`src/rtl/gand16_checker_pkg.sv`:
```
// rtl/gand16_checker_pkg.sv - shared definitions for the gand16 response checker
//
// Purpose: FSM state encodings, default datapath/counter widths and the
//          saturating-counter ceiling used by gand16_checker and gand16_chk_cmp.
// Ports:   none (package).
package gand16_checker_pkg;

  localparam int DEF_WIDTH = 16;
  localparam int DEF_CNT_W = 8;

  typedef enum logic [1:0] {
    ST_IDLE = 2'd0,
    ST_RUN  = 2'd1,
    ST_DONE = 2'd2
  } state_e;

  // Largest value a w-bit unsigned counter can hold; counters stop here.
  function automatic int sat_max(input int w);
    return (1 << w) - 1;
  endfunction

endpackage

```
`src/rtl/gand16_chk_cmp.sv`:
```
// rtl/gand16_chk_cmp.sv - combinational y versus a&b comparator
//
// Purpose: forms the reference a&b and flags a bitwise disagreement with y.
// Ports:   a_i, b_i     operands driven to the AND unit
//          y_i          AND unit result
//          cmp_mask_i   bits that take part in the compare (only when
//                       GAND16_CHK_MASK_EN is defined)
//          mismatch_o   1 when any compared bit of y differs from a&b
// Macro:   GAND16_CHK_MASK_EN adds cmp_mask_i; undefined compares all bits.
module gand16_chk_cmp
  import gand16_checker_pkg::*;
#(
  parameter int WIDTH = DEF_WIDTH
) (
  input  logic [WIDTH-1:0] a_i,
  input  logic [WIDTH-1:0] b_i,
  input  logic [WIDTH-1:0] y_i,
`ifdef GAND16_CHK_MASK_EN
  input  logic [WIDTH-1:0] cmp_mask_i,
`endif
  output logic             mismatch_o
);

  logic [WIDTH-1:0] ref_val;
  logic [WIDTH-1:0] diff;

  assign ref_val = a_i & b_i;
  assign diff    = y_i ^ ref_val;

`ifdef GAND16_CHK_MASK_EN
  assign mismatch_o = |(diff & cmp_mask_i);
`else
  assign mismatch_o = |diff;
`endif

endmodule

```
`config.mk`:
```
export PLATFORM = sky130hd
export DESIGN_NAME = gand16_chk_cmp
export DESIGN_NICKNAME = d
export VERILOG_FILES = /design/src/rtl/gand16_checker_pkg.sv /design/src/rtl/gand16_chk_cmp.sv
export SDC_FILE = /design/constraint.sdc
export NUM_CORES = 1
export LEC_CHECK = 0
export ABC_AREA = 1
export CAP_MARGIN = 20
export CORE_UTILIZATION = 26
export DETAILED_ROUTE_END_ITERATION = 10
export PLACE_DENSITY_LB_ADDON = 0.25
export SETUP_SLACK_MARGIN = 0.05
export SLEW_MARGIN = 20
export SYNTH_ARGS = -nofsm -noshare
export SYNTH_HDL_FRONTEND = slang
export SYNTH_SLANG_ARGS = --single-unit
export TNS_END_PERCENT = 5
```
`constraint.sdc`:
```
create_clock -name vclk -period 0.8
set_input_delay 0.16 -clock vclk [all_inputs]
set_output_delay 0.16 -clock vclk [all_outputs]
set_load 0.1 [all_outputs]
```
# Word-level counts from Yosys, hierarchy flattened
# Cells that the tools add are included.
dict set report word_totals {
  output_inout_bits 1
  elab_cells 3
  ff_bits 0
}
dict set report classes {
  n_reduce_logical 1
  n_bitwise 2
}
# operator count
set op_table {}
lappend op_table {{bitwise AND 16 bit} 1}
lappend op_table {{OR reduction 16 bit} 1}
lappend op_table {{XOR 16 bit} 1}

# Logic depth before layout (Yosys ltp)
dict set report depth {
  ltp_word 3
  mapped_depth 7
  ltp_nobuf 7
}

# Worst setup path after synthesis
# OpenSTA, ideal clock, no wires.
dict set report synth_path {
  path_type {input port to output port}
  from {input y_i[10]}
  to {output mismatch_o}
  t_required_ns 0.640
  path_stages 6
  path_slack_ns -0.462
  arrival_time_ns 1.102
  cell_sequence {nand3b_1 nand2_1 nor2_1 nand2_1 nor2_1 nand2_1}
}
dict set report synth_between {
  elab_chain_len 2
}
# element line
set synth_rtl {}
lappend synth_rtl {{from (decl)} gand16_chk_cmp.sv:17} ;# input logic [WIDTH-1:0] y_i,
lappend synth_rtl {{XOR 16 bit} gand16_chk_cmp.sv:28} ;# assign diff = y_i ^ ref_val;
lappend synth_rtl {{OR reduction 16 bit} gand16_chk_cmp.sv:33} ;# assign mismatch_o = |diff;
lappend synth_rtl {{to (decl)} gand16_chk_cmp.sv:21} ;# output logic mismatch_o
# No other way between the ends.

# Worst setup path after layout
dict set report layout_path {
  from {input a_i[7]}
  to {output mismatch_o}
}
dict set report layout_between {
  elab_chain_len 3
}
# element line
set layout_rtl {}
lappend layout_rtl {{from (decl)} gand16_chk_cmp.sv:15} ;# input logic [WIDTH-1:0] a_i,
lappend layout_rtl {{bitwise AND 16 bit} gand16_chk_cmp.sv:27} ;# assign ref_val = a_i & b_i;
lappend layout_rtl {{XOR 16 bit} gand16_chk_cmp.sv:28}
lappend layout_rtl {{OR reduction 16 bit} gand16_chk_cmp.sv:33}
# No other way between the ends.

==> results_dict.tcl <==
set metrics [dict create \
    status "complete, but fails checks" \
    violations "setup timing" \
    wl_per_cell_um 8.468 \
    clock_power_share 0 \
    clkbuf_count 0 \
    diodes 0 \
    cpMaxStageDelayCell "buf_12" \
    io_pins 49 \
    dp.cells 154 \
    hp-class "in2out" \
    finalCriticalPeriod_ps 1105 \
    p_leak_uw 0.0005185 \
    synth.area.top_cells "nand2_1 (54%), nand3_1 (15%), inv_1 (11%)" \
    hold_viol 0 \
    routed_via_density 4.455 \
    final_common_cell "nand2_1" \
    tightestPinTransition_ps 126.8 \
    grt_overflow 0 \
    seq_cells 0 \
    synth-warning-count 0 \
    area_growth_pct 124.3 \
    swShare 0.3889 \
    port_buffers 49 \
    drc_errors 0 \
    synthCells 90 \
    antenna_found_initial 0 \
    wl_met1_um 481 \
    final_cell_mix "nand2_1 (49), buf_2 (25), buf_6 (23)" \
    finalPower_uw 350.2 \
    antenna_left 0 \
    place.gp.congestion 0.6989 \
    worst_path_largest_cell_delay_ps 160 \
    grt_first_pass_wirelength_mm 2.042 \
    cellPowerDensity_mw_per_mm2 421.5 \
    wl_met3_um 86 \
    dr.pass1.iters 3 \
    crit_path_end_kind "output pin" \
    fp-row-count 13 \
    hpwl_mm 1.100 \
    seq_area_sq_um 0 \
    slew_headroom 0.9154 \
    timing.final.ws_setup_ps -304.9 \
    dieArea_sq_mm 0.001579 \
    met2_length_um 735 \
    rsz0062_at_grt "yes" \
    layout-drive-gt1-share 0.4388 \
    grt_pass1_vias 577 \
    peakVddDrop_uv 176.9 \
    intPower_uw 214.0 \
    holdWs_ps 844.7 \
    worst-path-max-fanout 2 \
    hold_buffers 0 \
    avgSynthCellArea_sq_um 4.115 \
    start_util 0.2811 \
    path_class "in2out" \
    fmax_ghz 0.9051 \
    grt_start_max_net_pins 3 \
    via_count 686 \
    cp.arrival_ps 940 \
    cp_cell_sequence "buf_6 > nand3_1 > nand2_1 > nor2_2 > nand2_1 > nor2_2 > nand2_4 > buf_12" \
    seqPwrFrac 0 \
    synth.largest_area_cell "nand2_1" \
    finalNonFillerCells 154 \
    drt_wl_total_mm 1.304 \
    drt_iter0_markers 5 \
    finalMaxSlewViolations 0 \
    die_h_um 39.74 \
    layout.nets 189 \
    report.final.setup_viol 1 \
    required_ps 640 \
    post-cts-setup-buffers 0 \
    p_comb_frac 1.000 \
    cp-start-kind "primary input" \
    synth.cell_area_sq_um 370.4 \
    maxCapViolCount 0 \
    synth.distinct_cells 5 \
    track_usage 0.1756 \
    seq_area_frac_synth 0 \
    top_layer "met3" \
    chipWidth_um 39.74 \
    finalCritPeriodShare 1.381 \
    yosysTopAreaCellShare 0.5372 \
    dpl_worst_slack_ps -698.9 \
    synth_nets 138 \
    power_switching_uw 136.2 \
    core-area_sq_mm 0.001318 \
]
final cells by class:
class,count,area (sq um)
Fill cell,142,486.7
Inverter,11,41.29
Multi-Input combinational cell,79,366.6
Tap cell,15,18.77
Timing Repair Buffer,49,404.1
worst max-delay path, delay by kind of cell:
kind | cells | cell delay (ps)
AND/OR/NAND/NOR | 6 | 530
buffers and inverters | 2 | 250
power by group through the flow:
stage	Combinational, uW	Sequential [uW]	Clock, uW
3_5_place_dp	388	0	0
5_1_grt	400	0	0
6_report	350	0	0
3_3_place_gp	377	0	0
4_1_cts	315	0	0
2_1_floorplan	116	0	0
cells in the mapped netlist:
cell / instances
nand3b_1: 5
nor2_1: 10
inv_1: 11
nand2_1: 53
nand3_1: 11
logic make-up after synthesis:
| kind of cell | after synthesis | synth area share |
|---|---|---|
| simple gates | 79 | 0.8885 |
| buf+inv | 11 | 0.1115 |
per-layer routing:
metal / global-route usage / vias up
li1: - / 375
met1: 0.2270 / 287
met2: 0.3238 / 24
met3: 0.005682 / 0
met4: 0.01724 / 0
met5: 0 / -
final timing paths:
kind    start         end  slack [ps]  depth (start not counted)
max    a_i[7]  mismatch_o        -300                          8
min   y_i[13]  mismatch_o         840                          8
metrics by stage:
stage	utilization	area, sq um	TNS [ps]
floorplan	-	382.9	-133.6
global placement	0.6847	902.1	-689.7
detailed placement	0.6847	902.1	-698.9
CTS	0.5764	759.5	-305.3
global route	0.6306	830.8	-397.9
finish	0.6306	830.8	-304.9
repair_timing:
item / 4_1_cts / 5_1_grt
gates resized for setup: 200 / 14
setup endpoints to repair: 1 / 1
pin swaps: 68 / 13
(Power assumes the default switching activity.)
